<file path="src/rtl/time_set_ctrl.sv">
// time_set_ctrl: button-driven editor for the calendar/time counter.
// Seeds from live time, steps one field at a time, then strobes a load.
module time_set_ctrl #(
    parameter int MAX_DAY     = 30,
    parameter int TIMEOUT_CYC = 500000000
) (
    input  logic       clk,
    input  logic       rst,
    input  logic       btn_mode,
    input  logic       btn_inc,
    input  logic       btn_dec,
    input  logic [7:0] cur_year,
    input  logic [7:0] cur_month,
    input  logic [7:0] cur_day,
    input  logic [7:0] cur_hour,
    input  logic [7:0] cur_minute,
    input  logic [7:0] cur_second,
    output logic [7:0] set_year,
    output logic [7:0] set_month,
    output logic [7:0] set_day,
    output logic [7:0] set_hour,
    output logic [7:0] set_minute,
    output logic [7:0] set_second,
    output logic       set_valid,
    output logic       editing,
    output logic [2:0] field_sel
);

    localparam int CW = $clog2(TIMEOUT_CYC + 1);
    localparam logic [CW-1:0] CNT_LAST = CW'(TIMEOUT_CYC - 1);
    localparam logic [7:0] DAY_MAX = 8'(MAX_DAY);

    localparam logic [2:0] S_IDLE   = 3'd0;
    localparam logic [2:0] S_YEAR   = 3'd1;
    localparam logic [2:0] S_MONTH  = 3'd2;
    localparam logic [2:0] S_DAY    = 3'd3;
    localparam logic [2:0] S_HOUR   = 3'd4;
    localparam logic [2:0] S_MIN    = 3'd5;
    localparam logic [2:0] S_SEC    = 3'd6;
    localparam logic [2:0] S_COMMIT = 3'd7;

    function automatic logic [7:0] wrap_step(
        input logic [7:0] v,
        input logic [7:0] lo,
        input logic [7:0] hi,
        input logic       up
    );
        logic [7:0] r;
        if (up) r = (v >= hi) ? lo : v + 8'd1;
        else    r = (v <= lo) ? hi : v - 8'd1;
        return r;
    endfunction

    function automatic logic [7:0] clamp(
        input logic [7:0] v,
        input logic [7:0] lo,
        input logic [7:0] hi
    );
        return (v < lo || v > hi) ? lo : v;
    endfunction

    // Button bits ordered {mode, inc, dec}
    logic [2:0] s1_q, s1_d;
    logic [2:0] s2_q, s2_d;
    logic [2:0] hist_q, hist_d;
    logic [2:0] ev;
    logic       ev_mode, ev_inc, ev_dec, any_ev;

    logic [2:0]    state_q, state_d;
    logic [CW-1:0] cnt_q, cnt_d;
    logic [7:0]    year_q, year_d;
    logic [7:0]    month_q, month_d;
    logic [7:0]    day_q, day_d;
    logic [7:0]    hour_q, hour_d;
    logic [7:0]    min_q, min_d;
    logic [7:0]    sec_q, sec_d;
    logic          is_edit;
    logic          timeout;

    always_comb begin
        s1_d    = {btn_mode, btn_inc, btn_dec};
        s2_d    = s1_q;
        hist_d  = s2_q;
        ev      = s2_q & ~hist_q;
        ev_mode = ev[2];
        ev_inc  = ev[1];
        ev_dec  = ev[0];
        any_ev  = |ev;
        is_edit = (state_q != S_IDLE) && (state_q != S_COMMIT);
        timeout = is_edit && (cnt_q == CNT_LAST);
    end

    always_comb begin
        state_d = state_q;
        cnt_d   = '0;
        year_d  = year_q;
        month_d = month_q;
        day_d   = day_q;
        hour_d  = hour_q;
        min_d   = min_q;
        sec_d   = sec_q;
        // Timeout overrides any event arriving in the same cycle
        if (timeout) begin
            state_d = S_IDLE;
        end else begin
            unique case (state_q)
                S_IDLE: begin
                    if (ev_mode) begin
                        year_d  = clamp(cur_year, 8'd0, 8'd99);
                        month_d = clamp(cur_month, 8'd1, 8'd12);
                        day_d   = clamp(cur_day, 8'd1, DAY_MAX);
                        hour_d  = clamp(cur_hour, 8'd0, 8'd23);
                        min_d   = clamp(cur_minute, 8'd0, 8'd59);
                        sec_d   = clamp(cur_second, 8'd0, 8'd59);
                        state_d = S_YEAR;
                    end
                end
                S_COMMIT: state_d = S_IDLE;
                default: begin
                    cnt_d = any_ev ? '0 : cnt_q + CW'(1);
                    if (ev_mode) begin
                        state_d = state_q + 3'd1;
                    end else if (ev_inc ^ ev_dec) begin
                        case (state_q)
                            S_YEAR:  year_d  = wrap_step(year_q, 8'd0, 8'd99, ev_inc);
                            S_MONTH: month_d = wrap_step(month_q, 8'd1, 8'd12, ev_inc);
                            S_DAY:   day_d   = wrap_step(day_q, 8'd1, DAY_MAX, ev_inc);
                            S_HOUR:  hour_d  = wrap_step(hour_q, 8'd0, 8'd23, ev_inc);
                            S_MIN:   min_d   = wrap_step(min_q, 8'd0, 8'd59, ev_inc);
                            S_SEC:   sec_d   = wrap_step(sec_q, 8'd0, 8'd59, ev_inc);
                            default: ;
                        endcase
                    end
                end
            endcase
        end
    end

    always_ff @(posedge clk or posedge rst) begin
        if (rst) begin
            s1_q    <= '0;
            s2_q    <= '0;
            hist_q  <= '0;
            state_q <= S_IDLE;
            cnt_q   <= '0;
            year_q  <= 8'd0;
            month_q <= 8'd1;
            day_q   <= 8'd1;
            hour_q  <= 8'd0;
            min_q   <= 8'd0;
            sec_q   <= 8'd0;
        end else begin
            s1_q    <= s1_d;
            s2_q    <= s2_d;
            hist_q  <= hist_d;
            state_q <= state_d;
            cnt_q   <= cnt_d;
            year_q  <= year_d;
            month_q <= month_d;
            day_q   <= day_d;
            hour_q  <= hour_d;
            min_q   <= min_d;
            sec_q   <= sec_d;
        end
    end

    assign set_year   = year_q;
    assign set_month  = month_q;
    assign set_day    = day_q;
    assign set_hour   = hour_q;
    assign set_minute = min_q;
    assign set_second = sec_q;
    assign set_valid  = (state_q == S_COMMIT);
    assign editing    = is_edit;
    assign field_sel  = is_edit ? state_q : 3'd0;

endmodule

</file>
<file path="config.mk">
export PLATFORM = sky130hd
export DESIGN_NAME = time_set_ctrl
export DESIGN_NICKNAME = d
export VERILOG_FILES = /design/src/rtl/time_set_ctrl.sv
export SDC_FILE = /design/constraint.sdc
export NUM_CORES = 1
export LEC_CHECK = 0
export ABC_CLOCK_PERIOD_IN_PS = 4200
export BUFFER_PORTS_ARGS = -buffer_cell sky130_fd_sc_hd__clkbuf_2
export CAP_MARGIN = 0
export CELL_PAD_IN_SITES_DETAIL_PLACEMENT = 1
export CELL_PAD_IN_SITES_GLOBAL_PLACEMENT = 2
export CORE_MARGIN = 1
export CORE_UTILIZATION = 31
export DETAILED_ROUTE_END_ITERATION = 8
export PLACE_DENSITY_LB_ADDON = 0.05
export REMOVE_ABC_BUFFERS = 1
export SLEW_MARGIN = 20
export SYNTH_ARGS = -nofsm -noshare
export SYNTH_HDL_FRONTEND = slang
export SYNTH_SLANG_ARGS = --single-unit
</file>
<file path="constraint.sdc">
create_clock -name clk -period 4.2 [get_ports clk]
set_input_delay 0.84 -clock clk [delete_from_list [all_inputs] [get_ports clk]]
set_output_delay 0.84 -clock clk [all_outputs]
set_load 0.005 [all_outputs]
</file>
==> metrics.txt, run 1 <==
vias after detailed routing=approximately 5800; Critical Path Source Type=flip-flop; GRT overflow=0; Nets=between 800 and 900; CTS max path bufs=2; Yosys reg bits=89; die width=between 100 and 150 µm; Detail Route Antenna Nets=0; HP Class=reg -> reg; Cell Area, Placed=roughly 6900 µm²; CP Max Fanout=9; CTS resizes=0; VDD IR max=0.0002553 V; final period utilization=0.7003; leak pwr=~3 nW; R2R depth=10; final instance area=just over 7000 µm²; Placer Congestion=roughly 0.79; total wire length=between 15000 and 20000 µm; later-pin clock latency in the skew report=between 0.3 and 0.4 ns; HPWL after DPL=14150 µm; number of flops mapped to enable cells by yosys=0; number of global-route vias before repair=5929; GRT Util Overall=0.1963; Hold Fails Final Rpt=0; Max Freq=340.0 MHz; I/O Buffers=between 100 and 150; Num CTS Buffers=9; Ys Warns=0; Sink Count=around 90; worst hold start=s1_q[1]; area of the core=19590 µm²; commonest cells after routing, fill and taps aside=clkbuf_2 (105), dfrtp_1 (87), nor2_1 (71), nand2_1 (56), o21ai_0 (51); WL per Instance=between 15 and 20 µm; DRC=0; drt initial violations=~200; Initial Util=0.3177; initial antenna violation count=0; Vias/cell=5.457; Reg-to-Reg End=set_month[6]; Data required, critical path=3.36 ns; CTS hold repair buffers=0; Hold Path Sink=hist_d[1]; Top FF cell, synth=dfrtp_1; Mapped Cells=approximately 710; Pwr Density=612.6 nW/µm²; clock root cell=clkbuf_16; total I/O pin count=about 110; router iterations before antenna repair=5; die height=143.7 µm; Inst Count DP=1050; TritonCTS clock tree=done; Fin Clk Skew=around 0.009 ns; max-slew violation count=0; number of library cell types mapped by synthesis=slightly above 80; commonest non-fill, non-tap cell in the layout=clkbuf_2; critical setup path kind=reg -> out; filler cell count=approximately 2400; Row Count=a little over 50; R2R Setup Slk=1.27 ns; r2r startpoint=hist_q[1]; Slew Limit Headroom=0.4617; layout cells sized above 1=0.2097; hold depth=0; asr flop ratio synth=1.000; CP arrival=between 2 and 2.5 ns; post-synthesis sequential area ratio=0.3583; first-pass GRT wire length=around 32000 µm; pin count of the biggest net entering global routing=50; Setup-failing EPs final=0; total number of H-tree levels=3; crit end category=output pin; post-synthesis cell area=6223 µm²; total negative slack=0 ns; worst hold slack=roughly 0.36 ns; worst slew pin tran=between 0.8 and 0.9 ns; max-cap viol count=0; Post CTS Setup Buffer Count=0; Syn Area/Cell=slightly below 9 µm²; Final Instance Count excl. Fillers=roughly 1100; RSZ-0062 raised after global routing=false; # diodes=0; P&R area growth vs syn=15.88%; clock slew at reported path FFs=0.07 ns; die area=a little over 20000 µm²; status=finished clean; Final min period=approximately 2.9 ns
-- stage by stage --
step                      total power, W  setup slack (ns)  utilization
after global placement          0.003589             1.386       0.3535
after detailed placement        0.003631             1.292       0.3535
after floorplan                 0.002805             1.056            -
after global routing            0.004809             1.091       0.3681
after CTS                       0.004476             1.243       0.3681
final                           0.004418             1.259       0.3681
-- cells in the mapped netlist, types with 7 or more instances --
| master | count | area (µm²) |
|---|---|---|
| nand3_1 | 31 | 155.2 |
| ha_1 | 25 | 312.8 |
| xor2_1 | 24 | 210.2 |
| buf_2 | 12 | 60.06 |
| inv_1 | 31 | 116.4 |
| nand2_1 | 56 | 210.2 |
| nor2b_1 | 7 | 43.79 |
| xnor2_1 | 19 | 166.4 |
| nand4_1 | 17 | 106.4 |
| o21ai_0 | 51 | 255.2 |
| o31ai_1 | 8 | 60.06 |
| nor4_1 | 8 | 50.05 |
| clkbuf_1 | 9 | 33.78 |
| buf_6 | 8 | 90.09 |
| nor3_1 | 28 | 140.1 |
| or3_1 | 10 | 62.56 |
| a21oi_1 | 44 | 220.2 |
| a221oi_1 | 9 | 78.83 |
| nor2_1 | 71 | 266.5 |
| dfrtp_1 | 87 | 2177 |
| a31oi_1 | 14 | 87.58 |
| a211oi_1 | 9 | 67.56 |
-- logic make-up (layout without fill, tap and decap cells) --
| logic type | count (synthesis) | in the layout | synth area share |
|---|---|---|---|
| adder cells (fa/ha/maj) | 25 | 25 | 0.05026 |
| XOR/XNOR | 43 | 43 | 0.06051 |
| flip-flops | 89 | 89 | 0.3583 |
| AO/OA/AOI/OAI | 194 | 194 | 0.2131 |
| AND/OR/NAND/NOR | 291 | 291 | 0.2628 |
| multiplexers | 2 | 2 | 0.003217 |
| buffers and inverters | 63 | 157 | 0.05187 |
-- routing by layer --
layer	up-vias	wire, µm	track usage
met5	-	0	0
met4	0	257	0.06047
met3	19	698	0.02999
met2	100	9103	0.3255
met1	2916	9243	0.2615
li1	2782	-	-
-- sequential cells by signal, summed over array words and instances (netlist names) --
register / count
s1_q: 3
set_year: 8
set_month: 8
set_second: 8
set_day: 8
hist_d: 3
hist_q: 3
set_hour: 8
set_minute: 8
cnt_q: 29
state_q: 3
-- power breakdown --
group	leakage (nW)	internal (W)	switching, W
Sequential	1.15	0.00107	0.000416
Clock	0.140	0.000425	0.000389
Combinational	1.79	0.000848	0.00127
-- worst max path at each step --
stage	depth (start not counted)	to	from	slack [ns]
floorplan	1	cnt_q[0]	rst	1.06
CTS	5	editing	state_q[0]	1.24
detailed placement	10	set_month[6]	hist_q[1]	1.29
finish	5	editing	state_q[0]	1.26
global placement	10	set_month[6]	hist_q[1]	1.39
global route	8	set_hour[5]	hist_q[1]	1.09
-- cell type report --
cell class                      instances  area [µm²]  share of cell area
Timing Repair Buffer                  110       575.6             0.07981
Clock buffer                           10       239.0             0.03314
Tap cell                              265       331.6             0.04597
Clock inverter                          6       47.55            0.006593
Sequential cell                        89        2230              0.3092
Inverter                               31       117.6             0.01631
Multi-Input combinational cell        555        3671              0.5090
-- critical path, stage by stage, from the launching register on --
cell	delay, ns
dfrtp_1	0.41
inv_1	0.14
ha_1	0.45
and2b_1	0.41
nor2_1	0.16
clkbuf_2	0.18
Note: power is estimated with default switching activity, not from simulation.
==> inputs of run 2 (changes only) <==
- ABC_CLOCK_PERIOD_IN_PS: 4200 -> 2700
- clock period: 4.2 -> 2.7 ns (I/O delays scaled with it)
==> run 2 against run 1 <==
  * Hold slack lost 0.075 ns
  * Critical endpoint is now field_sel[0]
  * Register-to-register slack worse by 0.99 ns
  * Highest routed layer unchanged
  * Clock power increased by 53%
==> metrics.txt, run 2 (synthesis results as in run 1) <==
worst setup path end=field_sel[0]; final period utilization=0.9421; # diodes=0; max reg flops=29; number of global-route vias before repair=6045; initial antenna violation count=0; CP dominant cell by count=ha_1; HPWL after DPL=between 10000 and 15000 µm; Setup-failing EPs final=0; Num CTS Buffers=9; Reg-to-Reg End=set_minute[5]; RSZ-0062 raised after global routing=false; Placer Congestion=~0.85; Biggest register=cnt_q; Row Count=51; GRT overflow=0; CP delay by family, top=adder cells; r2r startpoint=cnt_q[0]; fin util=0.3725; critical setup path kind=reg -> out; GRT Util Overall=0.1941; DRC=0; Data required, critical path=2.16 ns; Nets=roughly 890; drt initial violations=slightly below 200; clock root cell=clkbuf_16; CP Max Fanout=16; register share of total power=0.333; total wire length=roughly 19000 µm; crit end category=output pin; die width=around 140 µm; share of power burned in the clock network=0.179; Setup crit start=state_q[0]; Final min period=2.544 ns; Max Freq=393.1 MHz; vias after detailed routing=5865; worst slew pin tran=around 0.69 ns; VDD IR max=roughly 0.00036 V; Sw Ratio=0.4657; Buf/Inv on CP=1; CP arrival=2.00 ns; Sink Count=between 80 and 90; Post CTS Setup Buffer Count=0; P&R area growth vs syn=17.25%; CTS max path bufs=2; leak pwr=around 3.1 nW; later-pin clock latency in the skew report=0.36 ns; TritonCTS clock tree=done; Fin Clk Skew=roughly 0.016 ns; first-pass GRT wire length=about 31000 µm; commonest cells after routing, fill and taps aside=clkbuf_2 (105), dfrtp_1 (87), nor2_1 (71), nand2_1 (56), o21ai_0 (51); slowest stage delay, CP=0.43 ns; router iterations before antenna repair=4; total number of H-tree levels=3; Hold Fails Final Rpt=0; Detail Route Antenna Nets=0; Net Switching=0.003226 W; I/O Buffers=about 110; CP Cell Sequence=ha_1 -> ha_1 -> nor3_1 -> clkbuf_2; Pwr Density=about 950 nW/µm²; Critical Path Source Type=flip-flop; status=finished clean; Vias/cell=about 5.4; HP Class=in -> async; Slew Limit Headroom=0.5381; die area=slightly above 20000 µm²; die height=about 140 µm; R2R depth=7; layout cells sized above 1=0.2229; Worst path depth=4; R2R Setup Slk=between 0.2 and 0.3 ns; Internal=approximately 0.0037 W; Initial Util=0.3177; pin count of the biggest net entering global routing=90; area of the core=~20000 µm²; WL per Instance=between 15 and 20 µm; slowest CP cell=ha_1; max-cap viol count=0; total I/O pin count=106; clock slew at reported path FFs=0.07 ns; commonest non-fill, non-tap cell in the layout=clkbuf_2; Design Power=~0.0069 W; Logic pwr share=0.488; max-slew violation count=0
run 2: changes by cell type in the layout (fill, tap and decap cells not counted), sizes merged:
cell | before | now
buf | 5 | 17
clkbuf | 115 | 114
clkinvlp | 1 | 0
inv | 33 | 34
run 2: worst min-delay path, cell delays in order:
cell,delay [ns]
clkbuf_2,0.09
clkinv_2,0.05
buf_12,0.40
run 2: worst min-delay path by stage:
stage                     startpoint   endpoint  slack [ns]  cells after the start
final                            rst  cnt_q[13]        0.29                      3
after CTS                    btn_dec    s1_q[0]        0.28                      1
after floorplan              s1_q[0]  hist_d[0]        0.33                      0
after detailed placement     s1_q[0]  hist_d[0]        0.34                      0
after global routing         btn_inc    s1_q[1]        0.28                      1
after global placement       s1_q[1]  hist_d[1]        0.34                      0
run 2: metrics by stage:
step / setup TNS (ns) / std cells / hold WS, ns / worst slack [ns] / area (µm²)
2_1_floorplan: -12.49 / 675 / 0.3312 / -0.1436 / 6017
3_3_place_gp: 0 / 1062 / 0.3351 / 0.2976 / 7015
3_5_place_dp: 0 / 1062 / 0.3363 / 0.1737 / 7015
4_1_cts: 0 / 1077 / 0.2790 / 0.01918 / 7295
5_1_grt: 0 / 1077 / 0.2793 / 0.02532 / 7297
6_report: 0 / 1077 / 0.2861 / 0.1563 / 7297
run 2: cell type report:
cell class / instances / area, µm²
multi-input combinational: 555 / 3679
tap: 265 / 331.6
clock buffer: 9 / 225.2
inverter: 31 / 117.6
fill: 2357 / 12290
timing repair buffer: 122 / 665.6
sequential: 89 / 2230
clock inverter: 6 / 48.80
run 2: power by group through the flow:
stage | clock network [W] | registers [W] | logic, W
global placement | 0 | 0.00231 | 0.00334
floorplan | 0 | 0.00216 | 0.00220
detailed placement | 0 | 0.00233 | 0.00339
finish | 0.00124 | 0.00231 | 0.00338
global route | 0.00133 | 0.00239 | 0.00383
CTS | 0.00129 | 0.00231 | 0.00341
run 2: what timing repair did:
item,CTS,global route
resized for setup,1,1
setup endpoints to repair,1,10
pin swaps,0,0
hold buffers,0,0
run 2: metal layers:
layer,vias up,global-route usage,share of wire
li1,2799,-,-
met1,2922,0.2571,0.47
met2,124,0.3222,0.47
met3,20,0.03232,0.040
met4,0,0.05879,0.016
met5,-,0,0
==> inputs of run 3 (changes only) <==
- BUFFER_PORTS_ARGS: -buffer_cell sky130_fd_sc_hd__clkbuf_2 -> -buffer_cell sky130_fd_sc_hd__buf_2
==> run 3 against run 2 <==
  * Final cell count increased by 0.46%
  * Sequential power about the same
  * Setup slack improved by 0.024 ns
  * Design area increased by 0.79%
  * Largest cell class unchanged
  * Critical path depth increased by 2
  * Via count decreased by 1.1%
  * Count of clock-buffer cells in the layout unchanged
  * Non-clock buffer count increased by 4
  * Hold slack got worse by 0.10 ns
  * Fmax increased by 0.94%
  * Power increased by 2.1%
  * Highest routed layer unchanged
==> metrics.txt, run 3 (synthesis results as in run 1) <==
Data required, critical path=~2.2 ns; layout cells sized above 1=0.2264; leak pwr=between 3 and 4 nW; Slew Limit Headroom=0.5601; Sink Count=89; router iterations before antenna repair=4; setup slack at placement=approximately 0.37 ns; initial antenna violation count=0; worst hold slack=between 0.15 and 0.2 ns; filler cell count=2346; R2R depth=6; CP Cell Sequence=inv_1 -> ha_1 -> and2b_1 -> buf_4 -> nor2_1 -> buf_2; die height=between 100 and 150 µm; Num CTS Buffers=9; HP Class=in -> async; DRT met1 WL=about 9100 µm; GRT overflow=0; commonest cells after routing, fill and taps aside=buf_2 (105), dfrtp_1 (87), nor2_1 (71), nand2_1 (56), o21ai_0 (51); max-slew violation count=0; total number of H-tree levels=3; commonest non-fill, non-tap cell in the layout=buf_2; worst slew pin tran=between 0.6 and 0.7 ns; Internal=0.003829 W; Sw Ratio=0.4586; pin count of the biggest net entering global routing=slightly below 50; VDD IR max=0.0003460 V; Reg-to-Reg End=set_month[6]; Nets=slightly below 900; Hold Fails Final Rpt=0; Met2 Routed Length=about 9500 µm; first-pass GRT wire length=roughly 32000 µm; Buf/Inv on CP=3; slowest CP cell=dfrtp_1; area of the core=~20000 µm²; Placer Congestion=about 0.8; Vias/cell=about 5.4; CTS max path bufs=2; critical setup path kind=reg -> out; share of power burned in the clock network=0.190; max-cap viol count=0; Setup-failing EPs final=0; status=finished clean; Net Switching=approximately 0.0032 W; clock root cell=clkbuf_16; clock slew at reported path FFs=around 0.070 ns; RSZ-0062 raised after global routing=false; Final min period=2.520 ns; register share of total power=0.323; Biggest register=cnt_q; P&R area growth vs syn=18.17%; final setup margin=0.1801 ns; drt initial violations=~160; die area=between 20000 and 25000 µm²; TritonCTS clock tree=done; Initial Util=0.3177; die width=~140 µm; Detail Route Antenna Nets=0; highest routed layer=met4; # diodes=0; WL per Instance=roughly 18 µm; r2r startpoint=set_month[0]; DRC=0; Fin Clk Skew=0.01239 ns; GRT Util Overall=0.1967; number of global-route vias before repair=just over 6000; later-pin clock latency in the skew report=~0.36 ns; CP delay by family, top=simple AND/OR/NAND/NOR gates; max reg flops=29; Row Count=51; total I/O pin count=106; crit end category=output pin; WL met3=approximately 590 µm; Critical Path Source Type=flip-flop; CP arrival=around 2.0 ns; final period utilization=0.9333; Max Freq=slightly below 400 MHz; Logic pwr share=0.487; I/O Buffers=between 100 and 150; HPWL after DPL=roughly 15000 µm; total wire length=19360 µm; R2R Setup Slk=approximately 0.38 ns; fin util=0.3754; vias after detailed routing=5802; CP Max Fanout=6; Pwr Density=around 960 nW/µm²; slowest stage delay, CP=~0.40 ns
==> run 3: through the flow <==
| stage | cell area [µm²] | setup TNS, ns | total power (W) | std cells |
|---|---|---|---|---|
| final | 7355 | 0 | 0.007072 | 1082 |
| after detailed placement | 7046 | 0 | 0.005780 | 1066 |
| after global placement | 7046 | 0 | 0.005676 | 1066 |
| after floorplan | 6017 | -12.49 | 0.004363 | 675 |
| after CTS | 7352 | 0 | 0.007161 | 1082 |
| after global routing | 7355 | 0 | 0.007684 | 1082 |
==> run 3: cell type report <==
| cell class | instances | area [µm²] | area share |
|---|---|---|---|
| repair buffers | 126 | 695.7 | 0.09459 |
| inverters | 31 | 117.6 | 0.01599 |
| clock inverters | 7 | 81.33 | 0.01106 |
| multi-input cells | 555 | 3674 | 0.4995 |
| well taps | 265 | 331.6 | 0.04508 |
| clock buffers | 9 | 225.2 | 0.03062 |
| flip-flops and latches | 89 | 2230 | 0.3032 |
==> run 3: power by group through the flow <==
stage	sequential, W	combinational, W	clock, W
3_5_place_dp	0.00230	0.00348	0
4_1_cts	0.00228	0.00349	0.00139
3_3_place_gp	0.00228	0.00340	0
6_report	0.00228	0.00345	0.00134
2_1_floorplan	0.00216	0.00220	0
5_1_grt	0.00235	0.00389	0.00144
==> run 3: routing by layer <==
layer / track usage / vias to the layer above
met4: 0.05487 / 0
met5: 0 / -
li1: - / 2811
met3: 0.02466 / 11
met2: 0.3365 / 102
met1: 0.2594 / 2878
==> run 3: how the worst max path moves through the flow <==
stage | start | slack (ns) | endpoint | cells after the start
global route | state_q[0] | 0.03 | field_sel[1] | 6
floorplan | rst | -0.14 | cnt_q[0] | 1
global placement | state_q[0] | 0.46 | set_hour[7] | 8
CTS | state_q[2] | 0.11 | editing | 3
detailed placement | state_q[0] | 0.37 | set_month[5] | 8
finish | state_q[0] | 0.18 | editing | 6
==> run 3: timing repair <==
| item | 4_1_cts | 5_1_grt |
|---|---|---|
| setup buffers | 0 | 0 |
| resized for setup | 0 | 1 |
| hold buffers | 0 | 0 |
| endpoints found under the setup margin | 0 | 2 |
